File: src/rtl/seq_sdiv_if.sv
// Operand/result bundle for the sequential signed divider: the ALU controller
// drives the master side, the divider implements the slave side.
interface seq_sdiv_if #(
  parameter int DW = 16
);
  logic [2*DW-1:0] x;
  logic [DW-1:0]   y;
  logic            start;
  logic [DW-1:0]   q;
  logic [DW-1:0]   r;
  logic            div_zero;
  logic            ovf;
  logic            busy;
  logic            done;

  modport master (
    output x, y, start,
    input  q, r, div_zero, ovf, busy, done
  );

  modport slave (
    input  x, y, start,
    output q, r, div_zero, ovf, busy, done
  );
endinterface

File: src/rtl/seq_sdiv.sv
// Signed 2*DW / DW restoring divider, one quotient bit per cycle, with
// truncating quotient, dividend-signed remainder, divide-by-zero and overflow flags.
module seq_sdiv #(
  parameter int DW = 16
) (
  input  logic         clk,
  input  logic         rst_n,
  seq_sdiv_if.slave    bus
);
  localparam int CW = $clog2(2*DW);
  localparam logic [2*DW-1:0] Q_POS_LIM = {{(DW+1){1'b0}}, {(DW-1){1'b1}}};
  localparam logic [2*DW-1:0] Q_NEG_LIM = {{DW{1'b0}}, 1'b1, {(DW-1){1'b0}}};

  typedef enum logic [1:0] {IDLE, CALC, FIX} state_t;

  state_t          state_reg;
  logic [CW-1:0]   cnt_reg;
  logic [DW-1:0]   rem_reg;
  logic [2*DW-1:0] quo_reg;
  logic [DW-1:0]   ym_reg;
  logic            qneg_reg;
  logic            rneg_reg;
  logic [DW-1:0]   q_reg;
  logic [DW-1:0]   r_reg;
  logic            div_zero_reg;
  logic            ovf_reg;
  logic            busy_reg;
  logic            done_reg;

  logic [2*DW-1:0] x_mag;
  logic [DW-1:0]   y_mag;
  logic [DW:0]     sh_rem;
  logic [DW+1:0]   trial;
  logic            borrow;
  logic [DW-1:0]   q_signed;
  logic [DW-1:0]   r_signed;
  logic            ovf_calc;

  assign x_mag  = bus.x[2*DW-1] ? -bus.x : bus.x;
  assign y_mag  = bus.y[DW-1]   ? -bus.y : bus.y;

  // The partial remainder is always below |y| between iterations, so DW bits
  // hold it; only the freshly shifted value needs the extra bit.
  assign sh_rem = {rem_reg, quo_reg[2*DW-1]};
  assign trial  = {1'b0, sh_rem} - {2'b0, ym_reg};
  assign borrow = trial[DW+1];

  // Low bits of a negation only depend on low bits of the operand.
  assign q_signed = qneg_reg ? -quo_reg[DW-1:0] : quo_reg[DW-1:0];
  assign r_signed = rneg_reg ? -rem_reg : rem_reg;
  assign ovf_calc = qneg_reg ? (quo_reg > Q_NEG_LIM) : (quo_reg > Q_POS_LIM);

  always_ff @(posedge clk or negedge rst_n) begin
    if (!rst_n) begin
      state_reg    <= IDLE;
      cnt_reg      <= '0;
      rem_reg      <= '0;
      quo_reg      <= '0;
      ym_reg       <= '0;
      qneg_reg     <= 1'b0;
      rneg_reg     <= 1'b0;
      q_reg        <= '0;
      r_reg        <= '0;
      div_zero_reg <= 1'b0;
      ovf_reg      <= 1'b0;
      busy_reg     <= 1'b0;
      done_reg     <= 1'b0;
    end else begin
      done_reg <= 1'b0;
      case (state_reg)
        IDLE: begin
          if (bus.start) begin
            qneg_reg <= bus.x[2*DW-1] ^ bus.y[DW-1];
            rneg_reg <= bus.x[2*DW-1];
            ym_reg   <= y_mag;
            rem_reg  <= '0;
            cnt_reg  <= '0;
            busy_reg <= 1'b1;
            // A zero divisor skips the loop; the raw dividend is parked in
            // quo_reg so its low half can be returned as the remainder.
            if (bus.y == '0) begin
              quo_reg   <= bus.x;
              state_reg <= FIX;
            end else begin
              quo_reg   <= x_mag;
              state_reg <= CALC;
            end
          end
        end
        CALC: begin
          rem_reg <= borrow ? sh_rem[DW-1:0] : trial[DW-1:0];
          quo_reg <= {quo_reg[2*DW-2:0], ~borrow};
          cnt_reg <= cnt_reg + 1'b1;
          if (cnt_reg == CW'(2*DW-1)) begin
            state_reg <= FIX;
          end
        end
        FIX: begin
          busy_reg  <= 1'b0;
          done_reg  <= 1'b1;
          state_reg <= IDLE;
          if (ym_reg == '0) begin
            q_reg        <= '1;
            r_reg        <= quo_reg[DW-1:0];
            div_zero_reg <= 1'b1;
            ovf_reg      <= 1'b0;
          end else begin
            q_reg        <= q_signed;
            r_reg        <= r_signed;
            div_zero_reg <= 1'b0;
            ovf_reg      <= ovf_calc;
          end
        end
        default: state_reg <= IDLE;
      endcase
    end
  end

  assign bus.q        = q_reg;
  assign bus.r        = r_reg;
  assign bus.div_zero = div_zero_reg;
  assign bus.ovf      = ovf_reg;
  assign bus.busy     = busy_reg;
  assign bus.done     = done_reg;
endmodule
File: src/flat_wrapper.sv
// flat-port wrapper written by rule: the top's interface ports become plain ports
module seq_sdiv_flat 
#(
  parameter int DW = 16
)
  (clk, rst_n, bus_x, bus_y, bus_start, bus_q, bus_r, bus_div_zero, bus_ovf, bus_busy, bus_done);
  seq_sdiv_if #(.DW(DW)) bus_i ();
  input  logic clk;
  input  logic rst_n;
  input wire logic [$bits(bus_i.x)-1:0] bus_x;
  input wire logic [$bits(bus_i.y)-1:0] bus_y;
  input wire logic [$bits(bus_i.start)-1:0] bus_start;
  output wire logic [$bits(bus_i.q)-1:0] bus_q;
  output wire logic [$bits(bus_i.r)-1:0] bus_r;
  output wire logic [$bits(bus_i.div_zero)-1:0] bus_div_zero;
  output wire logic [$bits(bus_i.ovf)-1:0] bus_ovf;
  output wire logic [$bits(bus_i.busy)-1:0] bus_busy;
  output wire logic [$bits(bus_i.done)-1:0] bus_done;
  assign bus_i.x = bus_x;
  assign bus_i.y = bus_y;
  assign bus_i.start = bus_start;
  assign bus_q = bus_i.q;
  assign bus_r = bus_i.r;
  assign bus_div_zero = bus_i.div_zero;
  assign bus_ovf = bus_i.ovf;
  assign bus_busy = bus_i.busy;
  assign bus_done = bus_i.done;
  seq_sdiv #(.DW(DW)) u_core (.clk(clk), .rst_n(rst_n), .bus(bus_i));
endmodule
File: config.mk
export PLATFORM = sky130hd
export DESIGN_NAME = seq_sdiv_flat
export DESIGN_NICKNAME = d
export VERILOG_FILES = /design/src/rtl/seq_sdiv_if.sv /design/src/rtl/seq_sdiv.sv /design/src/flat_wrapper.sv
export SDC_FILE = /design/constraint.sdc
export NUM_CORES = 1
export LEC_CHECK = 0
export CAP_MARGIN = 10
export CORE_ASPECT_RATIO = 0.6
export CORE_MARGIN = 1.5
export CORE_UTILIZATION = 57
export DETAILED_ROUTE_END_ITERATION = 16
export GPL_TIMING_DRIVEN = 0
export PLACE_DENSITY = 0.79
export REMOVE_ABC_BUFFERS = 1
export SYNTH_ARGS = -nofsm -noshare
export SYNTH_HDL_FRONTEND = slang
export SYNTH_SLANG_ARGS = --single-unit
File: constraint.sdc
create_clock -name clk -period 3.2 [get_ports clk]
set_clock_uncertainty 0.1 [all_clocks]
set_input_delay 0.48 -clock clk [delete_from_list [all_inputs] [get_ports clk]]
set_output_delay 0.48 -clock clk [all_outputs]
set_load 0.02 [all_outputs]
# Word level (Yosys, flattened, before mapping)
# Cells that the tools add are included.
# classes
n_addsub	6
order_cmp	2
eq_ne	5
n_mux	24
bitwise_logic	2
reduce_logical	9
# ops
cell	count
$mux 16	7
$mux 32	3
$pmux 32 s2	1
$neg 16->16	3
$gt 32x15->1 const B	1
$gt 32x16->1 const B	1
$logic_not 16->1	2
$neg 32->32	1
$pmux 16 s2	1
$sub 17x16->18	1
$pmux 5 s2	1
$reduce_and 2->1	4
$mux 2	3
$add 5x1->5 const B	1
$eq 5x5->1 const B	1
$mux 1	5
$mux 5	1
$pmux 2 s2	1
$reduce_bool 2->1	2
$eq 2x1->1 const B	1
$eq 2x2->1 const B	1
$logic_not 2->1	1
$ne 2x1->1 const B	1
$ne 2x2->1 const B	1
3 further kinds	3
# totals
reg_bits	109
inputBits	51
out_inout_bits	36
word_cells	61

# Longest topological paths before layout
# Gate-level depths: netlist of run 1.
# logic_depth
word_depth	5
ltp_mapped	10
mapped_depth_nobuf	10

# Least setup slack after synthesis of run 1
# Ideal clock, no wire load.
# synth_timing
path_type	register to register
start	register u_core.rem_reg[10]
end	register u_core.rem_reg[7]
setup_ns	0.121
arrival_time_ns	2.488
required_time_ns	2.979
path_slack_ns	0.491
path_stages_with_launch	10
n_path_buf	1
synth_period_minus_slack_ns	2.709
cell_sequence	dfrtp_1 > ha_1 > nand2_1 > or4_1 > a2111oi_2 > nor3b_2 > clkbuf_1 > nand2_1 > o31ai_1 > a22o_1
# synth_between
elab_chain_cells	3
# synth_rtl
item	line	source
start: declaration	seq_sdiv.sv:18	logic [DW-1:0] rem_reg;
start signal: assignment	seq_sdiv.sv:91	rem_reg <= borrow ? sh_rem[DW-1:0] : trial[DW-1:0];
$sub 17x16->18	seq_sdiv.sv:45	assign trial = {1'b0, sh_rem} - {2'b0, ym_reg};
$mux 16	seq_sdiv.sv:91	
$pmux 16 s2	seq_sdiv.sv:70	case (state_reg)
# Every way passes these cells.
# A chain may end at the register's enable or synchronous reset.

# Worst setup path after layout of run 1
# layout_timing
start	register u_core.rem_reg[2]
end	register u_core.rem_reg[15]
# Same word-level chain as after synthesis.

==> results of run 1 <==
[cell families (layout without fill, tap and decap cells)]
logic type | after synthesis | count (layout) | synth area share (%)
compound gates | 258 | 258 | 22.4
xor+xnor | 80 | 80 | 10.1
fa+ha+maj | 23 | 23 | 4.25
buf+inv | 75 | 142 | 4.21
flops | 109 | 109 | 39.3
mux | 7 | 7 | 1.08
simple gates | 258 | 258 | 18.7
[layout make-up]
| class | count | area (µm²) | area share [%] |
|---|---|---|---|
| multi-input combinational | 626 | 3970 | 47.7 |
| sequential | 109 | 2730 | 32.8 |
| timing repair buffer | 95 | 997 | 12.0 |
| clock buffer | 9 | 225 | 2.71 |
| tap | 160 | 200 | 2.41 |
| inverter | 31 | 120 | 1.44 |
| clock inverter | 6 | 71.3 | 0.857 |
| timing repair inverter | 1 | 7.51 | 0.0903 |
[worst min path at each step]
| stage | end | startpoint |
|---|---|---|
| floorplan | u_core.bus.busy$_DFFE_PN0P_ | rst_n |
| global placement | u_core.bus.q[12]$_DFFE_PN0P_ | u_core.bus.q[12]$_DFFE_PN0P_ |
| detailed placement | u_core.bus.q[12]$_DFFE_PN0P_ | u_core.bus.q[12]$_DFFE_PN0P_ |
| CTS | u_core.bus.div_zero$_DFFE_PN0P_ | rst_n |
| global route | u_core.ym_reg[13]$_DFFE_PN0P_ | rst_n |
| finish | u_core.bus.div_zero$_DFFE_PN0P_ | rst_n |
[report_power, final]
group	switching [mW]	internal, mW	total (mW)
combinational	2.35	1.82	4.18
clock	0.533	0.610	1.14
sequential	0.644	1.89	2.53
[what timing repair did]
item | CTS | global route
pin swaps | 1 | 3
resized for setup | 4 | 6
gates cloned | 0 | 1
setup endpoints to repair | 54 | 41
buffers inserted | 0 | 4
[metal layers]
layer	vias up	global-route usage, %	share of wire (%)
met5	-	0	0
met1	3124	44.8	47
met3	17	6.13	8.9
met4	0	7.33	0.79
met2	280	48.0	44
li1	3039	-	-
[worst max-delay path, cell delays in order, from the launching register on]
cell      delay, ns
dfrtp_1        0.47
ha_1           0.39
a21o_1         0.19
a21oi_1        0.34
a21oi_1        0.25
a21boi_0       0.58
o21a_1         0.30
and4_1         0.21
o31ai_1        0.07
[cell usage in the layout, fill, tap and decap left out, drive strengths merged, types with 3 or more instances in the layout]
master         count
o21a               5
buf               10
xor2              43
or2                3
nand3b             3
a21oi             52
xnor2             37
nor3              13
nor4              13
or3               34
inv               32
o31ai             18
and3               5
nor2b              7
a32oi              7
o211ai             6
mux2i              6
o21ai            115
nor2              47
a22o               6
nand4              6
clkdlybuf4s50     85
dfrtp            109
a31oi             17
clkbuf             9
nand2b             9
or4                8
a22oi              9
a21o               3
nand2             96
ha                22
nand3              9
clkinvlp           4
o41ai              9
==> run_results.csv, run 1 <==
group,metric,value,unit
power,power.density,944,mW/mm²
logic_synthesis,synth-main-ff-cell,"dfrtp_1",
finish,diodes,0,
logic_synthesis,async_flop_share,100,%
clocking,ctsLongestPathBuffers,2,
clocking,cts_sinks,109,
finish,nFillCells,861,
placement,port_buffers,86,
logic_synthesis,synth_edf_count,0,
clocking,cts_tree,"yes",
critical_path,r2r_cells,8,
detailed_routing,wire_per_inst,18.6,µm
timing,hold_viol_final,0,
grt,grt_max_degree,67,
logic_synthesis,postSynthAreaPerCell,8.58,µm²
floorplan,die_w,146,µm
grt,grt-ovfl-total,0,
floorplan,dieArea,0.0129,mm²
timing,setup_ws,0.170,ns
power,finalPower,7.85,mW
grt,grt_usage,30.8,%
placement,postPlaceCellArea,0.00795,mm²
clocking,path_clk_slew,0.07,ns
grt,grt_antenna_before_repair,0,
placement,place_inst,1017,
timing,max_freq,330,MHz
grt,grt_pass1_wl,31200,µm
timing,setup_viol,0,
critical_path,crit_arrival,3.16,ns
clocking,cts_inserted_buffers,9,
critical_path,reg2reg_from,"u_core.rem_reg[2]$_DFFE_PN0P_",
floorplan,fp.dieH,88.5,µm
logic_synthesis,yosysTopAreaCellShare,39.3,%
timing,slew_viol_final,0,
finish,finalInstanceArea,0.00832,mm²
logic_synthesis,netlist_top_cells_area,"dfrtp_1 39%, o21ai_0 7.7%, xor2_1 5.4%",
critical_path,worstPathRequired,3.33,ns
logic_synthesis,synth_most_common_cell,"dfrtp_1",
grt,grt_pass1_vias,6103,
floorplan,num_rows,30,
clocking,clkLatencyLatePin,0.36,ns
critical_path,r2r-end,"u_core.rem_reg[15]$_DFFE_PN0P_",
logic_synthesis,synth_cells,810,
logic_synthesis,netlist_area,0.00695,mm²
timing,tightest_slew,0.909,ns
detailed_routing,drc_errors,0,
timing,finalCriticalPeriod,3.03,ns
logic_synthesis,ys_ff_latch,109,
critical_path,worstSetupEndpoint,"u_core.rem_reg[15]$_DFFE_PN0P_",
run,drv_cap,0,
detailed_routing,drtIter0Drc,563,
placement,routabilityCongestion,0.901,
clocking,cts_root_buffer,"clkbuf_16",
timing,slew_headroom,39.4,%
detailed_routing,viasPerCell,6.23,
timing,finalSetupTns,0,ns
placement,dp_hpwl,14100,µm
critical_path,crit_start,"u_core.rem_reg[2]$_DFFE_PN0P_",
critical_path,startpoint_type,"register",
timing,rsz0062_at_grt,"false",
power,p_leak,3.46,nW
finish,instances_no_fill,1037,
placement,place_ws,-0.450,ns
finish,drive_gt1_share,5.59,%
logic_synthesis,yosys_warnings,0,
power,irDropWorstVdd,433,µV
logic_synthesis,ys_seq_area_share,39.3,%
logic_synthesis,synth.distinct_cells,55,
finish,fin_util,71.7,%
clocking,cts_hold_buf,0,
floorplan,start_util,59.9,%
detailed_routing,ant_nets,0,
critical_path,cp-end-kind,"register",
timing,period_share,94.7,%
clocking,htreeDepth,3,
finish,largest_reg_flops,32,
run_status,status,"completed",
finish,area_growth,19.7,%
critical_path,rrSetupSlack,0.17,ns
critical_path,crit_type,"register to register",
worst_hold_path,min_path_type,"input pin to async pin",
detailed_routing,first_pass_iters,5,
critical_path,crit_fanout,6,
detailed_routing,wl,19300,µm
timing,whs,0.142,ns
floorplan,io_pins,87,
finish,final_nets,947,
floorplan,core,0.0116,mm²
logic_synthesis,yosysTopAreaCell,"dfrtp_1",
logic_synthesis,ys_top_cells_by_count,"109 x dfrtp_1, 107 x o21ai_0, 95 x nand2_1",
detailed_routing,via_count,6460,
(Power assumes the default switching activity.)
==> inputs of run 2 (changes only) <==
Settings changed: CORE_UTILIZATION 57 to 40, PLACE_DENSITY 0.79 to 0.58.
==> run 2 against run 1 <==
Die area is 41% higher. Cell area grew 1.6%. Routed wire length grew 1.8%. Combinational power hardly changed. Critical path depth stayed put. Count of clock-buffer cells in the layout is the same. Worst setup slack got worse by 0.060 ns. Worst hold slack got worse by 0.076 ns.
==> run_results.csv, run 2 (synthesized netlist as in run 1, its figures left out) <==
group,metric,value,unit
detailed_routing,drc_errors,0,
power,finalPower,7.89,mW
clocking,cts_hold_buf,0,
critical_path,crit_arrival,3.26,ns
detailed_routing,ant_nets,0,
finish,final_cell_mix,"109 x dfrtp_1, 106 x o21ai_0, 94 x nand2_1",
critical_path,reg2reg_from,"u_core.rem_reg[10]$_DFFE_PN0P_",
clocking,ctsLongestPathBuffers,2,
timing,period_share,96.6,%
critical_path,worstPathRequired,3.37,ns
grt,grt_max_degree,62,
finish,final_nets,948,
timing,slew_headroom,43.3,%
finish,largest_reg_flops,32,
finish,nFillCells,1593,
critical_path,cpMaxStageDelayCell,"or4_1",
timing,setup_viol,0,
grt,grt_pass1_wl,31400,µm
finish,instances_no_fill,1113,
timing,whs,0.0660,ns
timing,hold_viol_final,0,
placement,postPlaceCellArea,0.00805,mm²
power,power.density,933,mW/mm²
grt,use_met3,3.68,%
floorplan,core,0.0171,mm²
floorplan,dieArea,0.0182,mm²
finish,diodes,0,
critical_path,worstPathCellList,"clkdlybuf4s50_1, or4_1, or4_1, nor4_4, nand2_2, nor3_1, o211ai_1, a22oi_1",
clocking,clkLatencyLatePin,0.36,ns
grt,grt_pass1_vias,5897,
critical_path,crit_fanout,6,
detailed_routing,drtIter0Drc,499,
clocking,cts_root_buffer,"clkbuf_16",
critical_path,worstSetupEndpoint,"u_core.quo_reg[31]$_DFFE_PN0P_",
finish,area_growth,21.6,%
grt,gr-usage-met2,31.9,%
timing,tightest_slew,0.849,ns
finish,final_common_cell,"dfrtp_1",
clocking,cts_tree,"yes",
run,drv_cap,0,
worst_hold_path,min_path_type,"input pin to async pin",
critical_path,rrSetupSlack,0.23,ns
floorplan,num_rows,37,
detailed_routing,viasPerCell,5.65,
critical_path,cp-end-kind,"register",
placement,port_buffers,86,
critical_path,crit_type,"input pin to register",
power,irDropWorstVdd,409,µV
critical_path,max_stage_delay,0.59,ns
clocking,htreeDepth,3,
finish,fin_util,49.5,%
grt,grt_antenna_before_repair,0,
finish,drive_gt1_share,5.92,%
run_status,status,"completed",
floorplan,die_w,173,µm
critical_path,cp_common_cell,"or4_1",
floorplan,start_util,40.7,%
timing,finalCriticalPeriod,3.09,ns
detailed_routing,first_pass_iters,5,
grt,grt_usage,21.8,%
grt,top_usage_layer,"met1",
floorplan,fp.dieH,105,µm
clocking,cts_sinks,109,
critical_path,startpoint_type,"input pin",
timing,rsz0062_at_grt,"true",
placement,routabilityCongestion,0.856,
timing,max_freq,324,MHz
critical_path,r2r_cells,9,
detailed_routing,wl,19600,µm
clocking,cts_inserted_buffers,9,
critical_path,crit_start,"bus_x[2]",
power,p_leak,3.49,nW
clocking,path_clk_slew,0.08,ns
placement,place_ws,-0.444,ns
placement,dp_hpwl,14700,µm
grt,grt-ovfl-total,0,
finish,finalInstanceArea,0.00845,mm²
timing,setup_ws,0.109,ns
timing,slew_viol_final,0,
placement,place_inst,1092,
critical_path,r2r-end,"u_core.rem_reg[11]$_DFFE_PN0P_",
detailed_routing,wire_per_inst,17.6,µm
detailed_routing,via_count,6289,
floorplan,io_pins,87,
grt,met1_usage,33.7,%
timing,finalSetupTns,0,ns
## run 2: cell count changes in the layout (fill, tap and decap cells not counted), sizes merged
cell      previous run  this run
buf                 10        12
clkinv               1         3
clkinvlp             4         2
## run 2: worst min path at each step
stage,from,end,slack [ns],cells past startpoint
2_1_floorplan,rst_n,u_core.bus.busy$_DFFE_PN0P_,0.08,0
3_3_place_gp,u_core.bus.q[7]$_DFFE_PN0P_,u_core.bus.q[7]$_DFFE_PN0P_,0.36,2
3_5_place_dp,u_core.bus.q[7]$_DFFE_PN0P_,u_core.bus.q[7]$_DFFE_PN0P_,0.37,2
4_1_cts,rst_n,u_core.bus.q[12]$_DFFE_PN0P_,0.08,1
5_1_grt,rst_n,u_core.bus.r[12]$_DFFE_PN0P_,0.12,1
6_report,rst_n,u_core.bus.r[12]$_DFFE_PN0P_,0.07,1
## run 2: layout make-up
type                    instances  area, µm²  area share (%)
multi-input cells             626       3970            47.0
repair buffers                 97       1030            12.2
inverters                      31        120            1.42
flip-flops and latches        109       2730            32.3
clock buffers                   9        225            2.67
clock inverters                 7       82.6           0.977
well taps                     234        293            3.47
## run 2: layer usage
metal / share of wire (%) / vias to the layer above
met1: 52 / 3068
met4: 0.69 / 0
met5: 0 / -
li1: - / 3038
met2: 42 / 167
met3: 5.0 / 16
## run 2: report_power, final
group	total, mW	internal (mW)	switching, mW
clock	1.17	0.621	0.554
sequential	2.52	1.89	0.639
combinational	4.19	1.85	2.34
## run 2: repair_timing
item / in CTS / in global routing
hold endpoints to repair: 0 / 0
pin swaps: 1 / 3
endpoints found under the setup margin: 45 / 30
setup buffers: 0 / 4
resized for setup: 4 / 4
## run 2: critical path, delay by kind of cell
kind | cells | cell delay (ns)
simple gates | 5 | 2.00
buf+inv | 1 | 0.49
compound gates | 2 | 0.29
==> inputs of run 3 (changes only) <==
Settings changed: REMOVE_ABC_BUFFERS 1 to default.
==> run 3 against run 2 <==
Global-route usage increased by 0.83 points. Sequential power about the same. Combinational power about the same. Clock power about the same. Critical path depth increased by 1. Critical path type unchanged. Largest cell class unchanged. Highest routed layer unchanged.
==> run_results.csv, run 3 (synthesized netlist as in run 1, its figures left out) <==
group,metric,value,unit
clocking,cts_root_buffer,"clkbuf_16",
grt,grt_pass1_wl,32300,µm
floorplan,io_pins,87,
worst_hold_path,holdPathStages,2,
critical_path,worstPathRequired,3.32,ns
timing,finalCriticalPeriod,3.04,ns
detailed_routing,wire_per_inst,17.7,µm
timing,hold_viol_final,0,
clocking,cts_sinks,109,
clocking,clkLatencyLatePin,0.36,ns
grt,grt_max_degree,73,
critical_path,cp-end-kind,"register",
timing,setup_viol,0,
clocking,path_clk_slew,0.08,ns
run_status,status,"completed",
floorplan,start_util,40.7,%
critical_path,r2r_cells,8,
critical_path,crit_arrival,3.16,ns
finish,final_common_cell,"dfrtp_1",
finish,nFillCells,1646,
grt,grt-ovfl-total,0,
floorplan,dieArea,0.0182,mm²
placement,dp_hpwl,15900,µm
worst_hold_path,min_from,"u_core.bus.q[7]$_DFFE_PN0P_",
clocking,cts_tree,"yes",
placement,postPlaceCellArea,0.00813,mm²
floorplan,num_rows,37,
timing,whs,0.374,ns
finish,final_cell_mix,"109 x dfrtp_1, 106 x o21ai_0, 95 x nand2_1",
detailed_routing,wl,20300,µm
power,finalPower,7.87,mW
finish,fin_util,49.6,%
detailed_routing,viasPerCell,5.49,
floorplan,core,0.0171,mm²
critical_path,startpoint_type,"input pin",
finish,largest_reg_flops,32,
timing,period_share,95.1,%
critical_path,crit_type,"input pin to register",
worst_hold_path,hold_end,"u_core.bus.q[7]$_DFFE_PN0P_",
timing,rsz0062_at_grt,"false",
finish,final_nets,984,
detailed_routing,first_pass_iters,7,
floorplan,fp.dieH,105,µm
finish,finalInstanceArea,0.00848,mm²
run,drv_cap,0,
grt,grt_antenna_before_repair,0,
clocking,htreeDepth,3,
detailed_routing,via_count,6305,
finish,multi_input_area,0.00395,mm²
critical_path,r2r-end,"u_core.rem_reg[10]$_DFFE_PN0P_",
finish,drive_gt1_share,4.59,%
grt,grt_usage,22.6,%
power,irDropWorstVdd,350,µV
detailed_routing,drtIter0Drc,503,
timing,tightest_slew,0.962,ns
timing,max_freq,329,MHz
worst_hold_path,min_path_type,"register to register",
placement,routabilityCongestion,0.830,
power,power.density,928,mW/mm²
power,p_leak,3.50,nW
timing,slew_viol_final,0,
detailed_routing,ant_nets,0,
critical_path,crit_fanout,10,
finish,diodes,0,
finish,register_area,0.00273,mm²
clocking,ctsLongestPathBuffers,2,
finish,area_growth,22.1,%
floorplan,die_w,173,µm
grt,grt_pass1_vias,5669,
timing,slew_headroom,35.6,%
logic_synthesis,synth_nets,884,
clocking,cts_inserted_buffers,9,
detailed_routing,drc_errors,0,
critical_path,reg2reg_from,"u_core.rem_reg[10]$_DFFE_PN0P_",
critical_path,rrSetupSlack,0.24,ns
placement,port_buffers,86,
run 3: changes by cell type in the layout (fill, tap and decap cells not counted), moves of 3 or more:
cell,delta
clkbuf_1,+38
buf_4,-4
buf_8,-4
buf_2,+3
nor2_1,+3
nor2_2,-3
run 3: worst max-delay path by stage:
| stage | from | to | slack [ns] |
|---|---|---|---|
| after floorplan | u_core.rem_reg[10]$_DFFE_PN0P_ | u_core.rem_reg[7]$_DFFE_PN0P_ | 0.49 |
| after global placement | rst_n | u_core.ym_reg[15]$_DFFE_PN0P_ | -2.89 |
| after detailed placement | bus_x[4] | u_core.quo_reg[31]$_DFFE_PN0P_ | -0.24 |
| after CTS | u_core.rem_reg[10]$_DFFE_PN0P_ | u_core.rem_reg[7]$_DFFE_PN0P_ | 0.002 |
| after global routing | bus_x[4] | u_core.quo_reg[31]$_DFFE_PN0P_ | 0.005 |
| final | bus_y[6] | u_core.quo_reg[17]$_DFFE_PN0P_ | 0.16 |
run 3: routing by layer:
metal	global-route usage, %	share of wire (%)	wire (µm)	up-vias
met5	0	0	0	-
met4	3.17	0.51	104	0
met3	4.33	6.2	1270	10
met2	28.4	36	7380	195
met1	38.8	57	11600	2971
li1	-	-	-	3129
run 3: layout make-up:
| type | instances | share of cell area (%) |
|---|---|---|
| multi-input combinational | 626 | 46.6 |
| sequential | 109 | 32.2 |
| timing repair buffer | 89 | 10.7 |
| tap | 234 | 3.45 |
| clock buffer | 10 | 2.82 |
| buffer | 44 | 2.11 |
| inverter | 31 | 1.37 |
| clock inverter | 6 | 0.767 |
run 3: power by group:
part	switching, mW	leakage (nW)	total [mW]	internal [mW]
clock network	0.566	0.150	1.14	0.574
logic	2.41	2.00	4.21	1.80
registers	0.634	1.35	2.52	1.88
run 3: stage by stage:
| stage | instances | TNS (ns) | setup WS, ns |
|---|---|---|---|
| after floorplan | 810 | 0 | 0.491 |
| after global placement | 1130 | -317.56 | -2.89 |
| after detailed placement | 1131 | -3.80 | -0.242 |
| after CTS | 1148 | 0 | 0.00169 |
| after global routing | 1149 | 0 | 0.00491 |
| final | 1149 | 0 | 0.156 |
run 3: critical path: stages:
cell and delay (ns):
clkdlybuf4s50_1 0.48, or4_1 0.59, or3_4 0.39, nor4_4 0.41
nand2b_1 0.17, buf_2 0.24, nor2_1 0.08, xnor2_1 0.22
a21oi_1 0.10
run 3: timing repair:
action,4_1_cts,5_1_grt
endpoints found under the hold margin,37,0
hold buffers,1,0
gates resized for setup,1,8
setup endpoints to repair,2,23
pin swaps,0,2
setup buffers,0,1
